[config.mk]
export PLATFORM = sky130hd
export DESIGN_NAME = jp1_pio_arbiter
export DESIGN_NICKNAME = d
export VERILOG_FILES = /design/src/rtl/jp1_pio_arbiter.sv
export SDC_FILE = /design/constraint.sdc
export NUM_CORES = 1
export LEC_CHECK = 0
export BUFFER_PORTS_ARGS = -buffer_cell sky130_fd_sc_hd__buf_2
export CAP_MARGIN = 0
export CORE_MARGIN = 5
export CORE_UTILIZATION = 50
export DETAILED_ROUTE_END_ITERATION = 7
export HOLD_SLACK_MARGIN = 0.1
export PLACE_DENSITY = 0.8
export SLEW_MARGIN = 40
export SYNTH_ARGS = -nofsm -noshare
export SYNTH_HDL_FRONTEND = slang
export SYNTH_SLANG_ARGS = --single-unit
export TNS_END_PERCENT = 50
[constraint.sdc]
create_clock -name i_clk -period 1.9 [get_ports i_clk]
set_input_delay 0.285 -clock i_clk [delete_from_list [all_inputs] [get_ports i_clk]]
set_output_delay 0.285 -clock i_clk [all_outputs]
set_load 0.1 [all_outputs]
[src/rtl/jp1_pio_arbiter.sv]
// jp1_pio_arbiter: init sequencer, two-port round-robin bus arbiter and irq servicer for the JP1 PIO
//   i_clk, i_reset            : clock, synchronous active-high reset
//   i_req*/i_we*/i_addr*/i_wdata* : requester ports 0/1 (held until ack)
//   o_ack*/o_rdata*           : one-cycle completion pulse, read result
//   o_address/o_chipselect/o_write_n/o_writedata, i_readdata, i_irq : PIO register bus
//   o_evt_valid/o_evt_data    : captured edge-capture event
module jp1_pio_arbiter #(
  parameter logic [31:0] DIR_INIT      = 32'hFFFFFFFF,
  parameter logic [31:0] IRQ_MASK_INIT = 32'h00000000
) (
  input  logic        i_clk,
  input  logic        i_reset,
  input  logic        i_req0,
  input  logic        i_req1,
  input  logic        i_we0,
  input  logic        i_we1,
  input  logic [1:0]  i_addr0,
  input  logic [1:0]  i_addr1,
  input  logic [31:0] i_wdata0,
  input  logic [31:0] i_wdata1,
  output logic        o_ack0,
  output logic        o_ack1,
  output logic [31:0] o_rdata0,
  output logic [31:0] o_rdata1,
  output logic [1:0]  o_address,
  output logic        o_chipselect,
  output logic        o_write_n,
  output logic [31:0] o_writedata,
  input  logic [31:0] i_readdata,
  input  logic        i_irq,
  output logic        o_evt_valid,
  output logic [31:0] o_evt_data
);
  typedef enum logic [3:0] {
    S_INIT_DIR, S_INIT_MASK, S_IDLE, S_WR, S_RD, S_RD_WAIT, S_DONE, S_IRQ_RD, S_IRQ_WAIT, S_IRQ_CLR
  } state_t;
  state_t r_state, w_next;
  logic r_ptr, r_port, r_we;
  logic [1:0] r_addr;
  logic [31:0] r_wdata, r_rdata0, r_rdata1, r_evt;
  logic w_grant, w_port, w_we, w_take, w_run, w_bus_wr, w_bus_rd;
  logic [1:0] w_addr;
  logic [31:0] w_wdata;
  // on a tie the port not granted last wins; otherwise whichever port is requesting
  always_comb begin
    w_grant = i_req0 | i_req1;
    w_port  = (i_req0 & i_req1) ? ~r_ptr : i_req1;
    w_we    = w_port ? i_we1 : i_we0;
    w_addr  = w_port ? i_addr1 : i_addr0;
    w_wdata = w_port ? i_wdata1 : i_wdata0;
    w_take  = (r_state == S_IDLE) & ~i_irq & w_grant;
  end
  always_comb begin
    w_next = r_state;
    case (r_state)
      S_INIT_DIR:  w_next = S_INIT_MASK;
      S_INIT_MASK: w_next = S_IDLE;
      S_IDLE:      w_next = i_irq ? S_IRQ_RD : w_grant ? (w_we ? S_WR : S_RD) : S_IDLE;
      S_WR:        w_next = S_DONE;
      S_RD:        w_next = S_RD_WAIT;
      S_RD_WAIT:   w_next = S_DONE;
      S_DONE:      w_next = S_IDLE;
      S_IRQ_RD:    w_next = S_IRQ_WAIT;
      S_IRQ_WAIT:  w_next = S_IRQ_CLR;
      S_IRQ_CLR:   w_next = S_IDLE;
      default:     w_next = S_INIT_DIR;
    endcase
  end
  always_ff @(posedge i_clk) begin
    if (i_reset) begin
      r_state  <= S_INIT_DIR;
      r_ptr    <= 1'b1;
      r_port   <= 1'b0;
      r_we     <= 1'b0;
      r_addr   <= 2'd0;
      r_wdata  <= 32'd0;
      r_rdata0 <= 32'd0;
      r_rdata1 <= 32'd0;
      r_evt    <= 32'd0;
    end else begin
      r_state <= w_next;
      if (w_take) begin
        r_port  <= w_port;
        r_ptr   <= w_port;
        r_we    <= w_we;
        r_addr  <= w_addr;
        r_wdata <= w_wdata;
      end
      if (r_state == S_RD_WAIT && !r_port) r_rdata0 <= i_readdata;
      if (r_state == S_RD_WAIT && r_port) r_rdata1 <= i_readdata;
      if (r_state == S_IRQ_WAIT) r_evt <= i_readdata;
    end
  end
  // every output is forced quiet while reset is asserted, regardless of state
  always_comb begin
    w_run        = ~i_reset;
    w_bus_wr     = r_state inside {S_INIT_DIR, S_INIT_MASK, S_WR, S_IRQ_CLR};
    w_bus_rd     = r_state inside {S_RD, S_IRQ_RD};
    o_chipselect = w_run & (w_bus_wr | w_bus_rd);
    o_write_n    = ~(w_run & w_bus_wr);
    o_address    = !w_run ? 2'd0 :
                   r_state == S_INIT_DIR ? 2'd1 :
                   r_state == S_INIT_MASK ? 2'd2 :
                   (r_state == S_IRQ_RD || r_state == S_IRQ_CLR) ? 2'd3 :
                   (r_state == S_WR || r_state == S_RD) ? r_addr : 2'd0;
    o_writedata  = !w_run ? 32'd0 :
                   r_state == S_INIT_DIR ? DIR_INIT :
                   r_state == S_INIT_MASK ? IRQ_MASK_INIT :
                   r_state == S_IRQ_CLR ? r_evt :
                   r_state == S_WR ? r_wdata : 32'd0;
    o_ack0       = w_run & (r_state == S_DONE) & ~r_port;
    o_ack1       = w_run & (r_state == S_DONE) & r_port;
    o_rdata0     = w_run ? r_rdata0 : 32'd0;
    o_rdata1     = w_run ? r_rdata1 : 32'd0;
    o_evt_valid  = w_run & (r_state == S_IRQ_WAIT);
    // edge-capture data arrives during IRQ_WAIT, so it is forwarded alongside evt_valid
    o_evt_data   = !w_run ? 32'd0 : (r_state == S_IRQ_WAIT) ? i_readdata : r_evt;
  end
  logic w_unused;
  assign w_unused = r_we;
endmodule

==> results_dict.tcl, run 1 <==
set metrics [dict create \
    sequentialPowerShare 0.301 \
    end_kind "output port" \
    reg2reg_slack_ns -0.35 \
    drive_above_1_share 0.507 \
    status "finished, violations left" \
    clock_path_buffers 2 \
    overflow 0 \
    synth_simple_gate_area_frac 0.215 \
    violations "setup timing" \
    area_growth_pct 82.0 \
    max_freq_mhz 401 \
    switching_share 0.376 \
    synth_fa_ha_area_frac 0.00147 \
    dp_hpwl_um 18100 \
    tightest_slew_ns 0.754 \
    die_w_um 127 \
    ios 242 \
    via_count 8756 \
    synth_edf_count 0 \
    p_per_area_nw_per_um2 815 \
    synth_top_family_by_area "compound AO/OA/AOI/OAI gates" \
    maxCapViolCount 0 \
    mappedNetlistNets 962 \
    port_buffers 241 \
    setup_ws_ns -0.596 \
    p_int_mw 6.29 \
    dp_slack_ns -0.0663 \
    synth.area.top_cells "dfxtp_1 40%, a21oi_1 9.8%, nand2_1 7.5%" \
    min_to "r_wdata[31]$_SDFFE_PP0P_" \
    ir_drop_mv 0.853 \
    ys.flop_type "dfxtp_1" \
    detail-route-antenna-nets 0 \
    synthArstFlopShare 0 \
    hp-class "input pin to flop" \
    die-area_um2 16000 \
    synth-xor-area-share 0.00129 \
    power_leakage_nw 4.50 \
    reg2reg_depth 7 \
    die_h_um 127 \
    clk_pin_slew_ns 0.06 \
    grt_max_degree 66 \
    start_util 0.511 \
    p_switching_mw 3.79 \
    clock_latency_ns 0.43 \
    yosysWarnings 0 \
    htree_levels 4 \
    crit_type "flop to output port" \
    instances_no_fill 1282 \
    coreArea_um2 13300 \
    synth-seq-cells 136 \
    netlist_area_um2 6800 \
    r2r_start "r_state[0]$_SDFF_PP0_" \
    wl_per_cell_um 27.9 \
    synth.distinct_cells 51 \
    critPathArrivalTime_ns 2.21 \
    yosys.area.top_type_share 0.401 \
    final_max_slew_viol_count 0 \
    root_buffer "clkbuf_16" \
    clock_sinks 136 \
    min_from "i_wdata0[31]" \
    cp_max_fo 21 \
    hold_depth 3 \
    fin_skew_ns 0.00616 \
    start_kind "flop" \
    num_rows 42 \
    tritoncts "yes" \
    synthCells 855 \
    combPwrFrac 0.359 \
    vias_per_cell 6.83 \
    fillers 413 \
    clockPowerShare 0.340 \
    place.gp.congestion 0.845 \
    relSlewSlack 0.498 \
    final_util 0.930 \
    rsz0062_at_grt "yes" \
    drcViolationCount 0 \
    hold_viol 0 \
    grt_pass1_wl_um 44200 \
    yosys.area.top_type "dfxtp_1" \
    muxShareOfSynthArea 0.00608 \
    regToRegEndpoint "r_wdata[14]$_SDFFE_PP0P_" \
    nets 1200 \
    period_minus_slack_ns 2.50 \
    diodes 0 \
    worstPathRequired_ns 1.62 \
    wl_um 35800 \
    antenna_found_initial 0 \
    grt.total_usage 0.346 \
    seq_area_frac_synth 0.401 \
    first_iter_violations 1383 \
    grt_pass1_vias 7850 \
    synth-compound-area-share 0.303 \
    drtPass1Iterations 6 \
    syn-mean-instance-area_um2 7.95 \
    dpl.cell_count 1222 \
    period_share 1.31 \
    cts_hold_buf 0 \
    setup_violations 109 \
    cts_buffers 17 \
]
## Yosys cell counts, types with 2 or more instances
master	n
dfxtp_1	136
nand2_1	135
a21oi_1	133
o21ai_0	69
nor2b_1	65
nand3_1	64
clkbuf_1	62
a31oi_1	34
a22oi_1	32
a311oi_2	28
buf_2	26
a311oi_1	6
buf_4	5
buf_6	5
inv_1	5
a221oi_1	3
buf_1	3
mux2i_1	3
nor2_1	3
and4bb_2	2
nand4_1	2
nor3b_1	2
nor4_1	2
o31ai_1	2
o32ai_1	2
## power groups by stage
stage	Combinational, mW	Clock (mW)	Sequential, mW
after floorplan	2.20	0	3.04
after global placement	3.16	0	3.05
after detailed placement	3.21	0	3.06
after CTS	3.37	3.36	3.01
after global routing	3.69	3.52	3.03
final	3.62	3.42	3.03
## registers in the layout, indices dropped and copies added (netlist names)
signal    count
r_state       4
r_wdata      32
r_rdata1     32
r_addr        2
r_evt        32
r_port        1
r_rdata0     32
r_ptr         1
## final cells by class
cell class / count / area [µm²] / share of cell area
multi-input cells: 612 / 5000 / 0.404
inverters: 6 / 25.0 / 0.00202
repair buffers: 320 / 3790 / 0.306
clock inverters: 10 / 116 / 0.00941
flip-flops and latches: 136 / 2730 / 0.221
well taps: 176 / 220 / 0.0178
clock buffers: 22 / 484 / 0.0391
## timing repair
item,in CTS,in global routing
cloned,4,5
pin swaps,57,53
endpoints found under the setup margin,71,107
resized for setup,58,103
setup buffers,12,13
## how the worst max path moves through the flow
stage,from,endpoint,depth (start not counted)
3_3_place_gp,r_state[3]$_SDFF_PP0_,o_writedata[30],5
4_1_cts,r_state[0]$_SDFF_PP0_,o_writedata[19],8
5_1_grt,r_state[1]$_SDFF_PP0_,o_evt_data[12],6
3_5_place_dp,r_state[3]$_SDFF_PP0_,o_writedata[19],5
6_report,r_state[1]$_SDFF_PP0_,o_writedata[8],5
2_1_floorplan,i_reset,o_rdata0[10],3
## cells by family (layout without fill, tap and decap cells)
kind of cell	Yosys count	count (layout)
DFF	136	136
AOI/OAI and AO/OA	316	316
xor gates and xnor gates	1	1
buffers and inverters	107	358
and+or+nand+nor	290	290
adders and majority gates	1	1
muxes	4	4
## cells in the final DEF (no fill, tap or decap), types with 3 or more instances in the layout
cell / synthesis / routed
a22oi_1: 32 / 6
nor2b_1: 65 / 65
a31oi_1: 34 / 34
nand2_2: 0 / 8
clkinv_2: 0 / 3
buf_2: 26 / 136
a21oi_4: 0 / 64
buf_8: 0 / 4
nand2_1: 135 / 79
dfxtp_1: 136 / 131
a21oi_1: 133 / 69
nand3_1: 64 / 64
clkbuf_16: 0 / 21
inv_1: 5 / 3
nand2_4: 0 / 46
buf_6: 5 / 13
a311oi_1: 6 / 6
buf_4: 5 / 37
o21ai_0: 69 / 66
clkbuf_8: 0 / 4
a311oi_2: 28 / 28
o21ai_1: 0 / 3
mux2i_1: 3 / 3
buf_12: 0 / 126
dfxtp_2: 0 / 3
a22oi_2: 0 / 26
## worst max-delay path, stage by stage, from the launching register on
cell and delay (ns):
dfxtp_4 0.36, buf_4 0.14, or4_4 0.59, buf_12 0.23, a21oi_4 0.23, buf_12 0.20
## metal layers
layer / routed length [µm] / vias to the layer above / global-route usage
li1: - / 3543 / -
met1: 12000 / 4056 / 0.415
met2: 16700 / 895 / 0.570
met3: 4140 / 262 / 0.0811
met4: 2960 / 0 / 0.194
met5: 0 / - / 0
## metrics by stage
| step | total power [mW] | cell area [µm²] | hold WS, ns | setup TNS (ns) |
|---|---|---|---|---|
| after global routing | 10.2 | 12400 | 0.159 | -44.89 |
| after floorplan | 5.24 | 7890 | 0.433 | -39.54 |
| after global placement | 6.21 | 10900 | 0.453 | 0 |
| after CTS | 9.73 | 11900 | 0.123 | -30.09 |
| after detailed placement | 6.27 | 10900 | 0.462 | -0.708 |
| final | 10.1 | 12400 | 0.140 | -42.72 |
No activity file was read; power rests on OpenSTA's default activity.
==> run 2: changes to the inputs <==
--- a/config.mk
+++ b/config.mk
@@ -12,6 +12,7 @@
 export DETAILED_ROUTE_END_ITERATION = 7
 export HOLD_SLACK_MARGIN = 0.1
 export PLACE_DENSITY = 0.8
+export SETUP_SLACK_MARGIN = 0.02
 export SLEW_MARGIN = 40
 export SYNTH_ARGS = -nofsm -noshare
 export SYNTH_HDL_FRONTEND = slang
==> results_dict.tcl, run 2 (same netlist as run 1, synthesis figures left out) <==
set metrics [dict create \
    power_leakage_nw 4.42 \
    place.gp.congestion 0.849 \
    drtPass1Iterations 8 \
    combPwrFrac 0.358 \
    nets 1185 \
    hold_viol 0 \
    critPathArrivalTime_ns 2.19 \
    p_int_mw 6.17 \
    cp_max_fo 7 \
    p_per_area_nw_per_um2 828 \
    setup_violations 78 \
    dp_hpwl_um 18100 \
    drive_above_1_share 0.477 \
    die_w_um 127 \
    crit_type "flop to output port" \
    clk_pin_slew_ns 0.07 \
    cp_top_family "buffers and inverters" \
    start_util 0.511 \
    layout_commonest_cell "dfxtp_1" \
    multi_input_area_um2 4800 \
    clockPowerShare 0.339 \
    path_buf_inv 4 \
    dp_slack_ns -0.0277 \
    grt_pass1_vias 7999 \
    clock_latency_ns 0.43 \
    final_max_slew_viol_count 0 \
    sequentialPowerShare 0.303 \
    setup_ws_ns -0.571 \
    tritoncts "yes" \
    cts_hold_buf 0 \
    htree_levels 4 \
    drcViolationCount 0 \
    num_rows 42 \
    wl_um 34400 \
    start_kind "flop" \
    switching_share 0.384 \
    cp_cell_sequence "buf_6 > nor4b_4 > buf_6 > buf_16 > nand2_4 > a21oi_4 > buf_12" \
    slowest_delay_ns 0.37 \
    die-area_um2 16000 \
    ios 242 \
    cpMaxStageDelayCell "dfxtp_4" \
    ir_drop_mv 0.865 \
    via_count 8582 \
    final_util 0.910 \
    first_iter_violations 1307 \
    area_growth_pct 78.1 \
    worstPathRequired_ns 1.62 \
    violations "setup timing" \
    tightest_slew_ns 0.755 \
    end_kind "output port" \
    wl_per_cell_um 27.1 \
    period_minus_slack_ns 2.47 \
    maxCapViolCount 0 \
    clock_sinks 136 \
    relSlewSlack 0.497 \
    fin_skew_ns 0.00838 \
    rsz0062_at_grt "yes" \
    fin_setup_tns_ns -32.69 \
    max_freq_mhz 405 \
    overflow 0 \
    clock_path_buffers 2 \
    seqCellArea_um2 2740 \
    cts_buffers 17 \
    port_buffers 241 \
    root_buffer "clkbuf_16" \
    grt_pass1_wl_um 44800 \
    final_cell_mix "131 x dfxtp_1, 130 x buf_2, 129 x buf_12, 103 x nand2_1, 69 x a21oi_1" \
    die_h_um 127 \
    vias_per_cell 6.76 \
    period_share 1.30 \
    detail-route-antenna-nets 0 \
    coreArea_um2 13300 \
    status "finished, violations left" \
    path_common_cell "buf_6" \
    antenna_found_initial 3 \
    hp-class "input pin to flop" \
    grt_max_degree 65 \
    grt.total_usage 0.350 \
    fillers 502 \
    p_switching_mw 3.85 \
]
run 2: layout make-up:
class                           count  share of cell area
Antenna cell                        3            0.000620
Clock buffer                       18              0.0363
Clock inverter                     14              0.0123
Inverter                            6             0.00186
Multi-Input combinational cell    612               0.397
Sequential cell                   136               0.226
Tap cell                          176              0.0182
Timing Repair Buffer              305               0.308
run 2: per-layer routing:
| metal | track usage | up-vias | wire length [µm] |
|---|---|---|---|
| met5 | 0 | - | 0 |
| met4 | 0.169 | 0 | 2490 |
| met3 | 0.0824 | 228 | 3600 |
| met2 | 0.594 | 742 | 16500 |
| met1 | 0.417 | 4087 | 11800 |
| li1 | - | 3525 | - |
run 2: timing repair:
item | CTS | global route
cloned | 2 | 4
setup endpoints to repair | 71 | 106
setup buffers | 7 | 4
pin swaps | 34 | 25
resized for setup | 47 | 27
run 2: final timing paths:
path	from	to	slack (ns)	cells after the start
hold / removal	i_wdata0[16]	r_wdata[16]$_SDFFE_PP0P_	0.13	3
setup / recovery	r_state[0]$_SDFF_PP0_	o_evt_data[30]	-0.57	7
setup reg to reg	r_state[0]$_SDFF_PP0_	r_state[0]$_SDFF_PP0_	-0.36	6
hold reg to reg	r_rdata1[10]$_SDFFE_PP0P_	r_rdata1[10]$_SDFFE_PP0P_	0.47	2
run 2: worst register-to-register path: cells and delay by family (launching register included):
family                 cells  cell delay (ns)
AOI/OAI and AO/OA          1             0.59
buffers and inverters      3             0.54
DFF                        1             0.37
and+or+nand+nor            2             0.59
run 2: power by group through the flow:
stage / sequential [mW] / combinational [mW] / clock, mW
floorplan: 3.04 / 2.20 / 0
global placement: 3.06 / 3.16 / 0
detailed placement: 3.06 / 3.20 / 0
CTS: 3.01 / 3.32 / 3.35
global route: 3.04 / 3.65 / 3.52
finish: 3.03 / 3.59 / 3.39
run 2: through the flow:
stage	total power, mW	std cells	hold WS, ns	area (µm²)
after floorplan	5.24	855	0.433	7940
after global placement	6.21	1219	0.456	11000
after detailed placement	6.26	1219	0.461	11000
after CTS	9.67	1259	0.106	11800
after global routing	10.2	1270	0.135	12100
final	10.0	1270	0.128	12100
